$ cat src/rtl/aes_pkg.sv
// Shared AES-128 constants, FSM encoding and helpers
// for the round pipeline stages.
package aes_pkg;

    localparam int         AES_NR        = 10;
    localparam logic [7:0] AES_RCON_INIT = 8'h01;

    typedef enum logic [2:0] {
        ST_IDLE,
        ST_WAIT,
        ST_SUB0,
        ST_SUB1,
        ST_SUB2,
        ST_SUB3,
        ST_UPD,
        ST_WRAP
    } ark_state_e;

    // GF(2^8) multiply by x, reducing with the AES polynomial
    function automatic logic [7:0] xtime(input logic [7:0] b);
        return {b[6:0], 1'b0} ^ (b[7] ? 8'h1b : 8'h00);
    endfunction

    // RotWord({a,b,c,d}) = {b,c,d,a}
    function automatic logic [31:0] rot_word(input logic [31:0] w);
        return {w[23:0], w[31:24]};
    endfunction

    // Word i of a key; w0 is the most significant word
    function automatic logic [31:0] key_word(input logic [127:0] k,
                                             input logic [1:0]   i);
        logic [31:0] w;
        case (i)
            2'd0:    w = k[127:96];
            2'd1:    w = k[95:64];
            2'd2:    w = k[63:32];
            default: w = k[31:0];
        endcase
        return w;
    endfunction

    // Byte i of a word; byte 0 is the most significant byte
    function automatic logic [7:0] word_byte(input logic [31:0] w,
                                             input logic [1:0]  i);
        logic [7:0] b;
        case (i)
            2'd0:    b = w[31:24];
            2'd1:    b = w[23:16];
            2'd2:    b = w[15:8];
            default: b = w[7:0];
        endcase
        return b;
    endfunction

endpackage

$ cat src/rtl/aes_sbox.sv
// AES forward S-box, purely combinational.
// One instance per lookup port.
module aes_sbox (
    input  logic [7:0] a_i,
    output logic [7:0] y_o
);

    localparam logic [2047:0] TAB = {
        128'h637c777bf26b6fc53001672bfed7ab76,
        128'hca82c97dfa5947f0add4a2af9ca472c0,
        128'hb7fd9326363ff7cc34a5e5f171d83115,
        128'h04c723c31896059a071280e2eb27b275,
        128'h09832c1a1b6e5aa0523bd6b329e32f84,
        128'h53d100ed20fcb15b6acbbe394a4c58cf,
        128'hd0efaafb434d338545f9027f503c9fa8,
        128'h51a3408f929d38f5bcb6da2110fff3d2,
        128'hcd0c13ec5f974417c4a77e3d645d1973,
        128'h60814fdc222a908846eeb814de5e0bdb,
        128'he0323a0a4906245cc2d3ac629195e479,
        128'he7c8376d8dd54ea96c56f4ea657aae08,
        128'hba78252e1ca6b4c6e8dd741f4bbd8b8a,
        128'h703eb5664803f60e613557b986c11d9e,
        128'he1f8981169d98e949b1e87e9ce5528df,
        128'h8ca1890dbfe6426841992d0fb054bb16
    };

    logic [10:0] base;

    // Entry 0 sits in the top byte of the table
    always_comb begin
        base = 11'd2047 - {a_i, 3'b000};
        y_o  = TAB[base -: 8];
    end

endmodule

$ cat src/rtl/add_round_key_stage.sv
// AES-128 AddRoundKey stage with an iterative on-the-fly
// key schedule and a registered valid/ready output.
module add_round_key_stage
    import aes_pkg::*;
#(
    parameter int         NR        = AES_NR,
    parameter logic [7:0] RCON_INIT = AES_RCON_INIT
) (
    input  logic         clk,
    input  logic         rst,
    input  logic         key_load,
    input  logic [127:0] key_in,
    input  logic         in_valid,
    output logic         in_ready,
    input  logic [127:0] state_in,
    output logic         out_valid,
    input  logic         out_ready,
    output logic [127:0] state_out,
    output logic [3:0]   round_idx,
    output logic         last_round,
    output logic         key_valid
);

    ark_state_e   state_q, state_d;
    logic [127:0] key0_q, key0_d;
    logic [127:0] cur_key_q, cur_key_d;
    logic [7:0]   rcon_q, rcon_d;
    logic [3:0]   round_q, round_d;
    logic [31:0]  tmp_q, tmp_d;
    logic [127:0] dout_q, dout_d;
    logic         ovalid_q, ovalid_d;
    logic         kvalid_q, kvalid_d;

    logic         accept;
    logic         is_last;
    logic [1:0]   sub_idx;
    logic [7:0]   sbox_in;
    logic [7:0]   sbox_out;
    logic [31:0]  w0n, w1n, w2n, w3n;

    aes_sbox u_sbox (
        .a_i (sbox_in),
        .y_o (sbox_out)
    );

    // Handshake: a held result blocks intake unless it drains now
    always_comb begin
        is_last  = (round_q == 4'(NR));
        in_ready = (state_q == ST_WAIT) && !key_load
                   && (!ovalid_q || out_ready);
        accept   = in_valid && in_ready;
    end

    // Select the RotWord(w3) byte for the current SUB cycle
    always_comb begin
        sub_idx = 2'd0;
        case (state_q)
            ST_SUB1: sub_idx = 2'd1;
            ST_SUB2: sub_idx = 2'd2;
            ST_SUB3: sub_idx = 2'd3;
            default: sub_idx = 2'd0;
        endcase
        sbox_in = word_byte(rot_word(key_word(cur_key_q, 2'd3)), sub_idx);
    end

    // Next round key from the current key and the gathered S-box word
    always_comb begin
        w0n = key_word(cur_key_q, 2'd0) ^ tmp_q ^ {rcon_q, 24'h0};
        w1n = key_word(cur_key_q, 2'd1) ^ w0n;
        w2n = key_word(cur_key_q, 2'd2) ^ w1n;
        w3n = key_word(cur_key_q, 2'd3) ^ w2n;
    end

    // FSM next state, key schedule and output register updates
    always_comb begin
        state_d   = state_q;
        key0_d    = key0_q;
        cur_key_d = cur_key_q;
        rcon_d    = rcon_q;
        round_d   = round_q;
        tmp_d     = tmp_q;
        dout_d    = dout_q;
        ovalid_d  = ovalid_q;
        kvalid_d  = kvalid_q;

        if (out_ready) begin
            ovalid_d = 1'b0;
        end

        if (key_load) begin
            key0_d    = key_in;
            cur_key_d = key_in;
            round_d   = 4'd0;
            rcon_d    = RCON_INIT;
            ovalid_d  = 1'b0;
            kvalid_d  = 1'b1;
            state_d   = ST_WAIT;
        end else begin
            case (state_q)
                ST_IDLE: state_d = ST_IDLE;
                ST_WAIT: begin
                    if (accept) begin
                        dout_d   = state_in ^ cur_key_q;
                        ovalid_d = 1'b1;
                        state_d  = is_last ? ST_WRAP : ST_SUB0;
                    end
                end
                ST_SUB0: begin
                    tmp_d[31:24] = sbox_out;
                    state_d      = ST_SUB1;
                end
                ST_SUB1: begin
                    tmp_d[23:16] = sbox_out;
                    state_d      = ST_SUB2;
                end
                ST_SUB2: begin
                    tmp_d[15:8] = sbox_out;
                    state_d     = ST_SUB3;
                end
                ST_SUB3: begin
                    tmp_d[7:0] = sbox_out;
                    state_d    = ST_UPD;
                end
                ST_UPD: begin
                    cur_key_d = {w0n, w1n, w2n, w3n};
                    round_d   = round_q + 4'd1;
                    rcon_d    = xtime(rcon_q);
                    state_d   = ST_WAIT;
                end
                ST_WRAP: begin
                    cur_key_d = key0_q;
                    round_d   = 4'd0;
                    rcon_d    = RCON_INIT;
                    state_d   = ST_WAIT;
                end
                default: state_d = ST_IDLE;
            endcase
        end
    end

    // State registers, cleared asynchronously
    always_ff @(posedge clk or posedge rst) begin
        if (rst) begin
            state_q   <= ST_IDLE;
            key0_q    <= '0;
            cur_key_q <= '0;
            rcon_q    <= RCON_INIT;
            round_q   <= '0;
            tmp_q     <= '0;
            dout_q    <= '0;
            ovalid_q  <= 1'b0;
            kvalid_q  <= 1'b0;
        end else begin
            state_q   <= state_d;
            key0_q    <= key0_d;
            cur_key_q <= cur_key_d;
            rcon_q    <= rcon_d;
            round_q   <= round_d;
            tmp_q     <= tmp_d;
            dout_q    <= dout_d;
            ovalid_q  <= ovalid_d;
            kvalid_q  <= kvalid_d;
        end
    end

    assign state_out  = dout_q;
    assign out_valid  = ovalid_q;
    assign round_idx  = round_q;
    assign last_round = is_last;
    assign key_valid  = kvalid_q;

endmodule

$ cat config.mk
export PLATFORM = sky130hd
export DESIGN_NAME = add_round_key_stage
export DESIGN_NICKNAME = d
export VERILOG_FILES = /design/src/rtl/aes_pkg.sv /design/src/rtl/aes_sbox.sv /design/src/rtl/add_round_key_stage.sv
export SDC_FILE = /design/constraint.sdc
export NUM_CORES = 1
export LEC_CHECK = 0
export CAP_MARGIN = 20
export CORE_MARGIN = 2
export CORE_UTILIZATION = 30
export CTS_CLUSTER_DIAMETER = 50
export DETAILED_ROUTE_END_ITERATION = 8
export PLACE_DENSITY_LB_ADDON = 0.05
export SLEW_MARGIN = 40
export SYNTH_ARGS = -nofsm -noshare
export SYNTH_HDL_FRONTEND = slang
export SYNTH_SLANG_ARGS = --single-unit
$ cat constraint.sdc
create_clock -name clk -period 26.8 [get_ports clk]
set_input_delay 5.36 -clock clk [delete_from_list [all_inputs] [get_ports clk]]
set_output_delay 5.36 -clock clk [all_outputs]
set_load 0.02 [all_outputs]
==> run metrics <==
synthesized net count=3141; first-iteration detailed-routing DRC count=1745; drt first pass iters=5; Lkg Pwr=12.9 nW; GP Congestion=0.893; first-pass GRT wire length=158 mm; IO buf count=between 300 and 400; vias in the first global route=22700; Hold Crit Class=reg2reg; combinational fraction of design power=0.445; startpoint types=input pin; # rows=104; TritonCTS clock tree=yes; Fin Setup TNS=0 ps; Gate Count Post-Synth=2869; final net count=3436; total CTS buffers=between 60 and 70; final hold violations=0; Design Power=3.40 mW; met2 routed WL=50.8 mm; Psw=1.46 mW; CP Data Required Time=~21000 ps; internal power=1.94 mW; Syn Area/Cell=8.56 sq um; status=finished, final reports clean; hpwl dp=76.6 mm; Layout Skew=24.3 ps; Post-Layout Inst Area=0.0319 sq mm; largest net degree at the start of global routing=159; Die H=290 um; Die W=290 um; CP endpoint kind=primary output; wl on met1=47.8 mm; core outline area=approximately 0.08 sq mm; sequential area share after synthesis=0.441; Non-Filler Instances=around 4300; Sink Count=approximately 430; Fillers=between 8000 and 9000; postcts setup bufs=0; ys flop type=dfrtp_1; Max-Cap Viols=0; die area=0.0842 sq mm; layout cells sized above 1=0.0806; CP Max Fanout=69; final WL=108 mm; via count=22900; crit share post-route=0.464; Rel. slew slack=0.403; Max Fclk=roughly 0.080 GHz; PD cells=between 100 and 150 mW/mm^2; Max rail drop VDD=between 60 and 70 uV; Post-route DRC=0; critical path type=in2out; Clock Latency Late Sink=620 ps; overall routing resource usage=0.250; endpoints failing setup=0; H-tree depth=3; Yosys reg bits=433; Post-synth EDFFs=0; PostCTS Resize Cnt=0; Area Overhead vs Synth=29.9%; shortest period the worst path allows=12450 ps; Clk network pwr share=0.278; total grt overflow=0; # IOs=397; # hold bufs at CTS=0; CTS Buffer Depth=3; vias per cell=roughly 5.3; antenna violations before repair=19; Slew @ Worst Pin=891 ps; ys async rst share=1.00; RSZ-0062 raised after global routing=no; final core utilization=0.395; post-place instance area=between 0.02 and 0.03 sq mm; root buffer cell=clkbuf_16; Reg power frac=0.277; Placed Cells=4152; Worst EP arrival=7090 ps; Synth warnings=0; Mapped Area=0.0246 sq mm; Sw Share=0.431; library cells used by synthesis=90; Worst-path clk slew=about 50 ps; DR WL met3=~6.4 mm; Slew Limit Fails=0; Top Layer Used=met5; Routed wire per std cell=25.2 um; Initial Util=0.304; DRT antenna net count=0
==> cell usage after synthesis (4+ instances only) <==
library cell | number | area share
o221ai_1 | 5 | 0.0018
o311ai_0 | 8 | 0.0029
a211o_1 | 6 | 0.0021
ha_1 | 11 | 0.0056
a31oi_1 | 21 | 0.0053
nor3b_1 | 16 | 0.0049
a211oi_1 | 30 | 0.0092
o21ai_1 | 16 | 0.0033
nand2b_1 | 8 | 0.0020
buf_6 | 8 | 0.0037
o22a_1 | 6 | 0.0021
mux2_2 | 51 | 0.023
buf_1 | 22 | 0.0034
inv_1 | 114 | 0.017
nand3_1 | 31 | 0.0063
o21ai_0 | 490 | 0.10
nand4_1 | 7 | 0.0018
dfrtp_1 | 432 | 0.44
o22ai_1 | 11 | 0.0028
buf_2 | 38 | 0.0077
nor4_1 | 4 | 0.0010
and3b_1 | 5 | 0.0018
o2111ai_1 | 5 | 0.0018
a21oi_1 | 187 | 0.038
a311oi_1 | 7 | 0.0025
xnor2_1 | 210 | 0.075
xor2_1 | 35 | 0.012
clkbuf_1 | 142 | 0.022
a22oi_1 | 105 | 0.032
o211ai_1 | 21 | 0.0064
a221oi_1 | 7 | 0.0025
o311ai_1 | 5 | 0.0018
o31ai_1 | 16 | 0.0049
a31o_2 | 5 | 0.0018
mux2i_1 | 25 | 0.010
and2_1 | 5 | 0.0013
a21o_1 | 7 | 0.0021
nor2_1 | 265 | 0.040
a2111oi_0 | 7 | 0.0025
nor3_1 | 42 | 0.0086
nand2_1 | 340 | 0.052
and3_1 | 11 | 0.0028
buf_4 | 7 | 0.0021
==> state kept, by name, indices dropped and copies added, names as in the netlist <==
name,count
rcon_q,8
out_valid,1
cur_key_q,128
key_valid,1
key0_q,128
state_q,3
state_out,128
round_idx,4
tmp_q,32
==> cell usage in the layout, fill, tap and decap left out, drive strengths merged, types with 8 or more instances in the layout <==
master | synthesis | routed
a211oi | 30 | 30
nand3 | 34 | 34
dfrtp | 432 | 432
clkbuf | 142 | 90
nor3b | 16 | 16
nor3 | 44 | 44
a22oi | 107 | 107
o211ai | 23 | 23
o21ai | 507 | 507
a21oi | 188 | 188
xor2 | 35 | 35
ha | 11 | 11
nor2 | 269 | 269
nand2 | 340 | 340
a311oi | 8 | 8
clkdlybuf4s50 | 0 | 395
o31ai | 17 | 17
mux2i | 25 | 25
buf | 75 | 46
a31oi | 22 | 22
inv | 116 | 124
nand2b | 8 | 8
o22ai | 11 | 11
o311ai | 14 | 14
clkinv | 1 | 9
and3 | 11 | 11
xnor2 | 210 | 210
bufinv | 0 | 10
mux2 | 52 | 52
==> worst max-delay path, stage by stage <==
cell and delay, ps:
buf_8 160, nor4_2 690, clkdlybuf4s50_1 730
==> routing by layer <==
| layer | vias to the layer above | GRT usage |
|---|---|---|
| met5 | - | 0 |
| met3 | 148 | 0.0532 |
| li1 | 10600 | - |
| met1 | 11300 | 0.333 |
| met4 | 26 | 0.0678 |
| met2 | 766 | 0.411 |
==> cells by family after synthesis <==
kind of cell	Yosys count	share of synthesized area
flops	433	0.441
mux	77	0.0340
simple gates	760	0.132
xor+xnor	245	0.0873
buf+inv	334	0.0565
compound gates	1009	0.244
fa+ha+maj	11	0.00560
==> power groups by stage <==
stage,logic [mW],clock network [mW],registers (mW)
floorplan,0.719,0,1.03
global placement,1.50,0,0.946
detailed placement,1.51,0,0.951
CTS,1.52,0.971,0.942
global route,1.61,0.997,0.963
finish,1.51,0.945,0.940
==> per-stage QoR <==
step	hold slack, ps	setup WS [ps]
3_3_place_gp	461	14300
6_report	475	14350
4_1_cts	478	14330
3_5_place_dp	462	14350
2_1_floorplan	470	9380
5_1_grt	493	14250
==> worst paths after layout <==
check / cells after the start / endpoint / start / slack [ps]
max: 3 / in_ready / key_load / 14350
min: 2 / state_out[55]$_DFFE_PP0P_ / state_out[55]$_DFFE_PP0P_ / 470
max reg2reg: 15 / tmp_q[15]$_DFFE_PP0P_ / state_q[1]$_DFFE_PP0P_ / 20590
min reg2reg: 2 / state_out[55]$_DFFE_PP0P_ / state_out[55]$_DFFE_PP0P_ / 470
max in group asynchronous: 5 / state_out[104]$_DFFE_PP0P_ / rst / 19540
min in group asynchronous: 2 / key0_q[13]$_DFFE_PP0P_ / rst / 5270
==> cell type report <==
class                           instances  area, sq um  area share
Multi-Input combinational cell       2102        12500       0.392
Sequential cell                       433        10800       0.340
Timing Repair Buffer                  441         4400       0.138
Clock buffer                           90         1900      0.0594
Tap cell                             1060         1330      0.0415
Clock inverter                         30          495      0.0155
Inverter                              117          447      0.0140
Antenna cell                            4         10.0    0.000314
(Power assumes the default switching activity.)
